$ cat config.mk
export PLATFORM = sky130hd
export DESIGN_NAME = dllp_scheduler
export DESIGN_NICKNAME = d
export VERILOG_FILES = /design/src/rtl/dllp_scheduler.sv
export SDC_FILE = /design/constraint.sdc
export NUM_CORES = 1
export LEC_CHECK = 0
export CAP_MARGIN = 15
export CORE_MARGIN = 4
export CORE_UTILIZATION = 49
export DETAILED_ROUTE_END_ITERATION = 10
export GPL_ROUTABILITY_DRIVEN = 0
export PLACE_DENSITY = 0.87
export SLEW_MARGIN = 10
export SYNTH_ARGS = -nofsm -noshare
export SYNTH_HDL_FRONTEND = slang
export SYNTH_SLANG_ARGS = --single-unit
$ cat constraint.sdc
create_clock -name clk -period 3.7 [get_ports clk]
set_input_delay 0.555 -clock clk [delete_from_list [all_inputs] [get_ports clk]]
set_output_delay 0.555 -clock clk [all_outputs]
set_load 0.005 [all_outputs]
$ cat src/rtl/dllp_scheduler.sv
// Transmit-side DLLP scheduler: turns receiver events and flow-control timing into
// Ack, Nak and UpdateFC DLLP bodies, presented one at a time to the TX arbiter.
module dllp_scheduler #(
  parameter int ACK_LAT_LIMIT   = 64,
  parameter int ACK_COALESCE    = 4,
  parameter int FC_UPDATE_LIMIT = 512
) (
  input  logic        clk,
  input  logic        rst,
  input  logic        rx_tlp_good,
  input  logic        rx_tlp_bad,
  input  logic [11:0] next_rcv_seq,
  input  logic [2:0]  fc_update_req,
  input  logic [7:0]  p_hdr,
  input  logic [7:0]  np_hdr,
  input  logic [7:0]  cpl_hdr,
  input  logic [11:0] p_data,
  input  logic [11:0] np_data,
  input  logic [11:0] cpl_data,
  input  logic        dllp_ready,
  output logic        dllp_valid,
  output logic [31:0] dllp_o,
  output logic        nak_scheduled
);

  localparam int ATW = $clog2(ACK_LAT_LIMIT + 1);
  localparam int CW  = $clog2(ACK_COALESCE + 1);
  localparam int FW  = $clog2(FC_UPDATE_LIMIT);

  localparam logic [0:0] IDLE = 1'b0;
  localparam logic [0:0] SEND = 1'b1;

  localparam logic [2:0] SEL_NAK   = 3'd0;
  localparam logic [2:0] SEL_ACK   = 3'd1;
  localparam logic [2:0] SEL_FCP   = 3'd2;
  localparam logic [2:0] SEL_FCNP  = 3'd3;
  localparam logic [2:0] SEL_FCCPL = 3'd4;

  logic [0:0]     state;
  logic [2:0]     sel;
  logic           nak_pend;
  logic           ack_pend;
  logic [2:0]     fc_pend;
  logic [CW-1:0]  tlp_cnt;
  logic [CW-1:0]  tlp_cnt_nxt;
  logic [ATW-1:0] ack_timer;
  logic [FW-1:0]  fc_timer;

  logic [11:0] seq;
  logic        bad_eff;
  logic        ack_due;
  logic        fc_wrap;
  logic        accept;
  logic        acc_nak;
  logic        acc_ack;
  logic [2:0]  acc_fc;
  logic [2:0]  fc_set;

  logic        cand_any;
  logic [2:0]  cand_sel;
  logic [31:0] cand_word;

  assign seq     = next_rcv_seq - 12'd1;
  // A bad TLP arriving alongside a good one, or while a Nak is outstanding, is dropped.
  assign bad_eff = rx_tlp_bad & ~rx_tlp_good & ~nak_scheduled;
  assign ack_due = ack_pend & ((ack_timer == ATW'(ACK_LAT_LIMIT)) |
                               (tlp_cnt == CW'(ACK_COALESCE)));
  assign fc_wrap = (fc_timer == FW'(FC_UPDATE_LIMIT - 1));
  assign accept  = (state == SEND) & dllp_valid & dllp_ready;
  assign acc_nak = accept & (sel == SEL_NAK);
  assign acc_ack = accept & (sel == SEL_ACK);
  assign acc_fc  = {accept & (sel == SEL_FCCPL), accept & (sel == SEL_FCNP),
                    accept & (sel == SEL_FCP)};
  assign fc_set  = fc_update_req | {3{fc_wrap}};

  always_comb begin
    tlp_cnt_nxt = (acc_nak | acc_ack) ? '0 : tlp_cnt;
    if (rx_tlp_good && (tlp_cnt_nxt != CW'(ACK_COALESCE)))
      tlp_cnt_nxt = tlp_cnt_nxt + CW'(1);
  end

  always_comb begin
    cand_any  = 1'b0;
    cand_sel  = SEL_NAK;
    cand_word = 32'h0;
    if (nak_pend) begin
      cand_any  = 1'b1;
      cand_sel  = SEL_NAK;
      cand_word = {8'h10, 8'h00, 4'h0, seq};
    end else if (ack_due) begin
      cand_any  = 1'b1;
      cand_sel  = SEL_ACK;
      cand_word = {8'h00, 8'h00, 4'h0, seq};
    end else if (fc_pend[0]) begin
      cand_any  = 1'b1;
      cand_sel  = SEL_FCP;
      cand_word = {8'h80, 2'b00, p_hdr, 2'b00, p_data};
    end else if (fc_pend[1]) begin
      cand_any  = 1'b1;
      cand_sel  = SEL_FCNP;
      cand_word = {8'hA0, 2'b00, np_hdr, 2'b00, np_data};
    end else if (fc_pend[2]) begin
      cand_any  = 1'b1;
      cand_sel  = SEL_FCCPL;
      cand_word = {8'hC0, 2'b00, cpl_hdr, 2'b00, cpl_data};
    end
  end

  // Pending flags: a set on the same edge as the accept-driven clear always wins.
  always_ff @(posedge clk or negedge rst) begin
    if (!rst) begin
      nak_pend      <= 1'b0;
      ack_pend      <= 1'b0;
      fc_pend       <= 3'b000;
      tlp_cnt       <= '0;
      ack_timer     <= '0;
      fc_timer      <= '0;
      nak_scheduled <= 1'b0;
    end else begin
      nak_pend <= (nak_pend & ~acc_nak) | bad_eff;
      ack_pend <= (ack_pend & ~(acc_nak | acc_ack)) | rx_tlp_good;
      fc_pend  <= (fc_pend & ~acc_fc) | fc_set;
      tlp_cnt  <= tlp_cnt_nxt;
      fc_timer <= fc_wrap ? '0 : fc_timer + FW'(1);
      if (acc_nak | acc_ack | ~ack_pend)
        ack_timer <= '0;
      else if (ack_timer != ATW'(ACK_LAT_LIMIT))
        ack_timer <= ack_timer + ATW'(1);
      if (acc_nak)
        nak_scheduled <= 1'b1;
      else if (rx_tlp_good)
        nak_scheduled <= 1'b0;
    end
  end

  always_ff @(posedge clk or negedge rst) begin
    if (!rst) begin
      state      <= IDLE;
      sel        <= SEL_NAK;
      dllp_valid <= 1'b0;
      dllp_o     <= 32'h0;
    end else begin
      case (state)
        IDLE: begin
          if (cand_any) begin
            dllp_o     <= cand_word;
            sel        <= cand_sel;
            dllp_valid <= 1'b1;
            state      <= SEND;
          end
        end
        SEND: begin
          if (dllp_ready) begin
            dllp_valid <= 1'b0;
            state      <= IDLE;
          end
        end
        default: begin
          dllp_valid <= 1'b0;
          state      <= IDLE;
        end
      endcase
    end
  end

endmodule

=== After elaboration in Yosys (flattened, before gate mapping) ===
Index checks and enable logic that the tools add are counted.

* Bits in registers: 62
* Output and inout port bits: 34
* Logic and storage cells: 87

* Multiplexer cells: 28
* Equality and inequality tests: 11
* Bitwise logic cells: 27
* Reductions and logical operators: 6
* $add $sub $neg: 4

{| class="wikitable"
|+ Operators with widths
! kind !! count
|-
| 32-bit two-way mux || 5
|-
| 3-bit two-way mux || 7
|-
| 7-bit two-way mux || 2
|-
| 1-bit AND || 12
|-
| 12-bit by 1-bit subtractor with 12-bit output (second input constant) || 1
|-
| 1-bit two-way mux || 11
|-
| 9-bit by 1-bit adder with 9-bit output (second input constant) || 1
|-
| 9-bit equality test (second input constant) || 1
|-
| 9-bit two-way mux || 1
|-
| 7-bit by 1-bit adder with 7-bit output (second input constant) || 1
|-
| 7-bit equality test (second input constant) || 1
|-
| 7-bit inequality test (second input constant) || 1
|-
| 3-bit by 2-bit equality test with 1-bit output (second input constant) || 2
|-
| 3-bit equality test (second input constant) || 2
|-
| 1-bit inverter || 6
|-
| 3-bit bitwise OR || 2
|-
| 1-bit bitwise OR || 5
|-
| 2-bit inequality test (second input constant) || 2
|-
| 1-bit case mux with 2 select lines || 2
|-
| 2-bit AND reduction || 2
|-
| 2-bit nonzero test || 2
|-
| 3-bit by 1-bit adder with 3-bit output (second input constant) || 1
|-
| 3-bit AND || 1
|-
| 3-bit by 1-bit equality test with 1-bit output (second input constant) || 1
|-
| 4 further kinds || 4
|}

=== Logic depth before layout (Yosys ltp) ===
* Word-level depth: 8
* Gate-level depth with buffers: 8
* Gate-level depth less buffers: 8

=== Least setup slack after synthesis ===
No wires, ideal clock.

* Path kind: input to register
* Start: input port next_rcv_seq[1]
* End: register dllp_o[11]
* Path slack: 1.605 ns
* Arrival time: 2.014 ns
* Cell stages on the path: 5
* Setup time: 0.082 ns
* Buffers on the path: 1
* Required time: 3.618 ns
* Cell sequence: or3_1 buf_6 or4_4 or3_1 a31oi_1

* Longest elaborated chain between the ends: 3

{| class="wikitable"
|+ RTL lines
! what !! RTL line !! RTL
|-
| from (decl) || 12 || <nowiki>input logic [11:0] next_rcv_seq,</nowiki>
|-
| 12-bit by 1-bit subtractor with 12-bit output (*) || 63 || <nowiki>assign seq = next_rcv_seq - 12'd1;</nowiki>
|-
| 32-bit two-way mux || 90 || <nowiki>end else if (ack_due) begin</nowiki>
|-
| 32-bit two-way mux (*) || 86 || <nowiki>if (nak_pend) begin</nowiki>
|-
| to (signal assigned) || 146 || <nowiki>dllp_o <= cand_word;</nowiki>
|-
| to (decl) || 22 || <nowiki>output logic [31:0] dllp_o,</nowiki>
|}

Mark *: on every way between the ends. The rest lies on a longest branch, timed or not.
A chain may end at the register's enable or synchronous reset.

=== Worst setup path in the final report ===
* Start: register fc_pend[0]
* End: register dllp_o[3]

* Longest elaborated chain between the ends: 4
* Elaborated cells between the ends (all ways): 7
* Those cells by class: mux (6); reduce/logical (1)

{| class="wikitable"
|+ RTL lines
! what !! RTL line !! RTL
|-
| from (decl) || 43 || <nowiki>logic [2:0] fc_pend;</nowiki>
|-
| from (signal assigned) || 122 || <nowiki>fc_pend <= (fc_pend & ~acc_fc) | fc_set;</nowiki>
|-
| 1-bit two-way mux || 94 || <nowiki>end else if (fc_pend[0]) begin</nowiki>
|-
| 1-bit two-way mux || 90 ||
|-
| 1-bit two-way mux || 86 ||
|-
| 2-bit AND reduction (no source line) || -- ||
|}

Parallel ways exist; a longest one is shown, timed or not.

==> impl_metrics.py <==
metrics = {
    "clock_network": {
        "clk_latency_ps": 310,
        "clock-sinks": 53,
        "numCtsBuffers": 5,
        "path_clk_slew_ps": 100,
        "post-cts-setup-buffers": 0,
        "hold_buffers": 0,
        "cts_tree": "built",
        "cts_root_buffer": "clkbuf_8",
        "clockBufferDepth": 2,
        "htreeDepth": 2,
        "post_cts_resized": 0,
    },
    "synthesis": {
        "yosys-top-cells-area": "dfrtp_1 42%, nor2_1 3.6%, nor3_1 2.8%",
        "seq_area_frac_synth_pct": 41.9,
        "avgSynthCellArea_um2": 9.47,
        "synthCells": 334,
        "yosysTopAreaCellShare_pct": 41.9,
        "synth.ff_latch_count": 53,
        "synthArstFlopShare_pct": 100,
        "synth_edf_count": 0,
        "yosysWarnings": 0,
        "synth_area_leader_cell": "dfrtp_1",
        "synth_flop_cell": "dfrtp_1",
        "synth_area_um2": 3160,
        "synth.distinct_cells": 60,
    },
    "global_route": {
        "grt_max_degree": 35,
        "antenna_found_initial": 0,
        "grt_pass1_vias": 3004,
        "grt-ovfl-total": 0,
        "grt.total_usage_pct": 22.5,
        "grt_pass1_wl_um": 13900,
    },
    "critical_path": {
        "end_kind": "flip-flop",
        "max_stage_delay_ps": 1070,
        "crit_slowest_cell": "dfrtp_1",
        "cp_cell_sequence": "nor3_1, o2111a_2, nor2_4, mux2_2",
        "cp.arrival_ps": 2670,
        "r2r_slack_ps": 1220,
        "critical_path_class": "flip-flop to flip-flop",
        "r2r-end": "dllp_o[3]",
        "reg2regPathDepth": 4,
        "timing.rr.start": "fc_pend[0]",
        "setup.worst_path.start": "fc_pend[0]",
        "path_max_fanout": 31,
        "crit_path_start_kind": "flip-flop",
        "worstPathRequired_ps": 3890,
    },
    "detailed_routing": {
        "drt-initial-drc-count": 175,
        "ant_nets": 0,
        "vias": 3004,
        "drt-pass1-iter-count": 4,
        "routed_wl_um": 8820,
        "drc": 0,
        "viasPerCell": 5.90,
        "wl_per_cell_um": 17.3,
    },
    "status": {
        "status": "finished clean",
    },
    "floorplanning": {
        "die_area_um2": 7800,
        "ioPinCount": 114,
        "core_area_um2": 6310,
        "initial_core_util_pct": 50.1,
        "dieHeight_um": 88.3,
        "rows": 29,
        "dieWidth_um": 88.3,
    },
    "sta": {
        "drv_slew": 0,
        "tns_ps": 0,
        "period_minus_slack_ps": 2480,
        "final-setup-viol-count": 0,
        "hold_ws_ps": 316,
        "slew_headroom_pct": 27.5,
        "tightest_slew_ps": 1090,
        "setup_ws_ps": 1220,
        "fin_crit_sh_pct": 67.0,
        "clock_skew_ps": 12.3,
        "rsz0062_at_grt": "false",
        "max_freq_mhz": 403,
        "hold_viol": 0,
    },
    "layout": {
        "layout-drive-gt1-share_pct": 6.25,
        "area_growth_pct": 36.7,
        "nNetsFinal": 518,
        "antenna_cells": 0,
        "final_cells": 509,
    },
    "place": {
        "place.detailed.hpwl_um": 6610,
        "numPortBuffers": 105,
        "post-place-ws_ps": 1050,
        "dp_cells": 501,
    },
    "power_and_ir_drop": {
        "power_density_nw_per_um2": 422,
        "leakage_nw": 1.83,
        "peakVddDrop_mv": 0.299,
    },
    "flow_run": {
        "cap_violations": 0,
    },
    "hold_path": {
        "hold_path.class": "input pin to asynchronous set/reset pin",
    },
}
[registers in the layout, summed over array words and instances, names as in the netlist]
name,cells
dllp_o,24
fc_timer,9
ack_timer,7
fc_pend,3
tlp_cnt,3
sel,2
ack_pend,1
dllp_valid,1
nak_pend,1
nak_scheduled,1
state,1
[synthesized netlist by cell type, types with 7 or more instances]
cell type  instances
a21oi_1           17
a221o_1            7
a221oi_1          10
buf_4             10
clkbuf_1          11
dfrtp_1           53
ha_1               7
inv_1             14
nand2_1           18
nand2b_1           9
nand3_1           10
nor2_1            30
nor3_1            18
o21ai_0           10
xor2_1             7
[kinds of logic (layout without fill, tap and decap cells)]
kind of cell | after synthesis | count (layout) | synth area share [%]
buf+inv | 41 | 132 | 6.57
other cells | 1 | 8 | 0.119
simple gates | 119 | 119 | 19.8
flops | 53 | 53 | 41.9
mux | 15 | 15 | 5.22
xor+xnor | 12 | 12 | 3.32
fa+ha+maj | 7 | 7 | 2.77
compound gates | 86 | 86 | 20.2
[how the worst max path moves through the flow]
stage,slack (ps),to,depth (start not counted)
global route,1120,dllp_o[19],4
global placement,1070,dllp_o[11],5
finish,1220,dllp_o[3],4
detailed placement,1050,dllp_o[11],5
CTS,1210,dllp_o[3],4
floorplan,1600,dllp_o[11],5
[layer usage]
metal  wire [um]  share of wire (%)  vias up  track usage (%)
met5           0                  0        -                0
met4         286                3.2        0             8.38
met3         664                7.5       31             5.59
met2        4330                 49      131             38.5
met1        3540                 40     1442             27.5
li1            -                  -     1400                -
[critical path, delay by kind of cell, from the launching register on]
| family | cells | cell delay (ps) |
|---|---|---|
| muxes | 1 | 390 |
| AOI/OAI and AO/OA | 1 | 290 |
| and+or+nand+nor | 2 | 600 |
| DFF | 1 | 1070 |
[through the flow]
stage          cell area (um^2)  power (mW)  util [%]
2_1_floorplan              3190        1.12         -
3_3_place_gp               4200        1.40      66.5
3_5_place_dp               4210        1.43      66.7
4_1_cts                    4320        1.83      68.5
5_1_grt                    4320        1.94      68.5
6_report                   4320        1.82      68.5
[layout make-up]
class | instances | area (um^2)
Multi-Input combinational cell | 247 | 1650
Fill cell | 485 | 1990
Timing Repair Buffer | 109 | 1080
Clock buffer | 5 | 68.8
Inverter | 15 | 56.3
Tap cell | 77 | 96.3
Clock inverter | 3 | 43.8
Sequential cell | 53 | 1330
[report_power, final]
| part | total (mW) | switching [mW] | internal (mW) | leakage [nW] |
|---|---|---|---|---|
| Clock | 0.397 | 0.194 | 0.203 | 0.0585 |
| Combinational | 0.628 | 0.277 | 0.351 | 1.12 |
| Sequential | 0.800 | 0.109 | 0.691 | 0.647 |
| Total | 1.82 | 0.580 | 1.24 | 1.83 |
[cell usage in the layout, fill, tap and decap left out, types with 2 or more instances in the layout]
cell type,count
nor2_1,30
mux2_2,6
xor2_1,7
conb_1,8
o31a_1,5
nand3b_1,5
o21ai_0,10
mux2i_1,3
and3_1,4
a21oi_1,17
a21o_1,3
nor3_1,18
dfrtp_1,53
clkdlybuf4s50_1,104
or3_1,6
nor4_1,3
o31ai_1,6
inv_1,14
a221o_1,7
a22o_1,3
a2bb2oi_1,2
clkbuf_8,5
mux2_1,6
nand2b_1,9
ha_1,7
xnor2_1,5
nand2_1,18
buf_4,4
nand3_1,10
a221oi_1,10
nor2b_1,6
o21ai_1,3
a31oi_1,5
a211o_1,2
No activity file was read; power rests on OpenSTA's default activity.
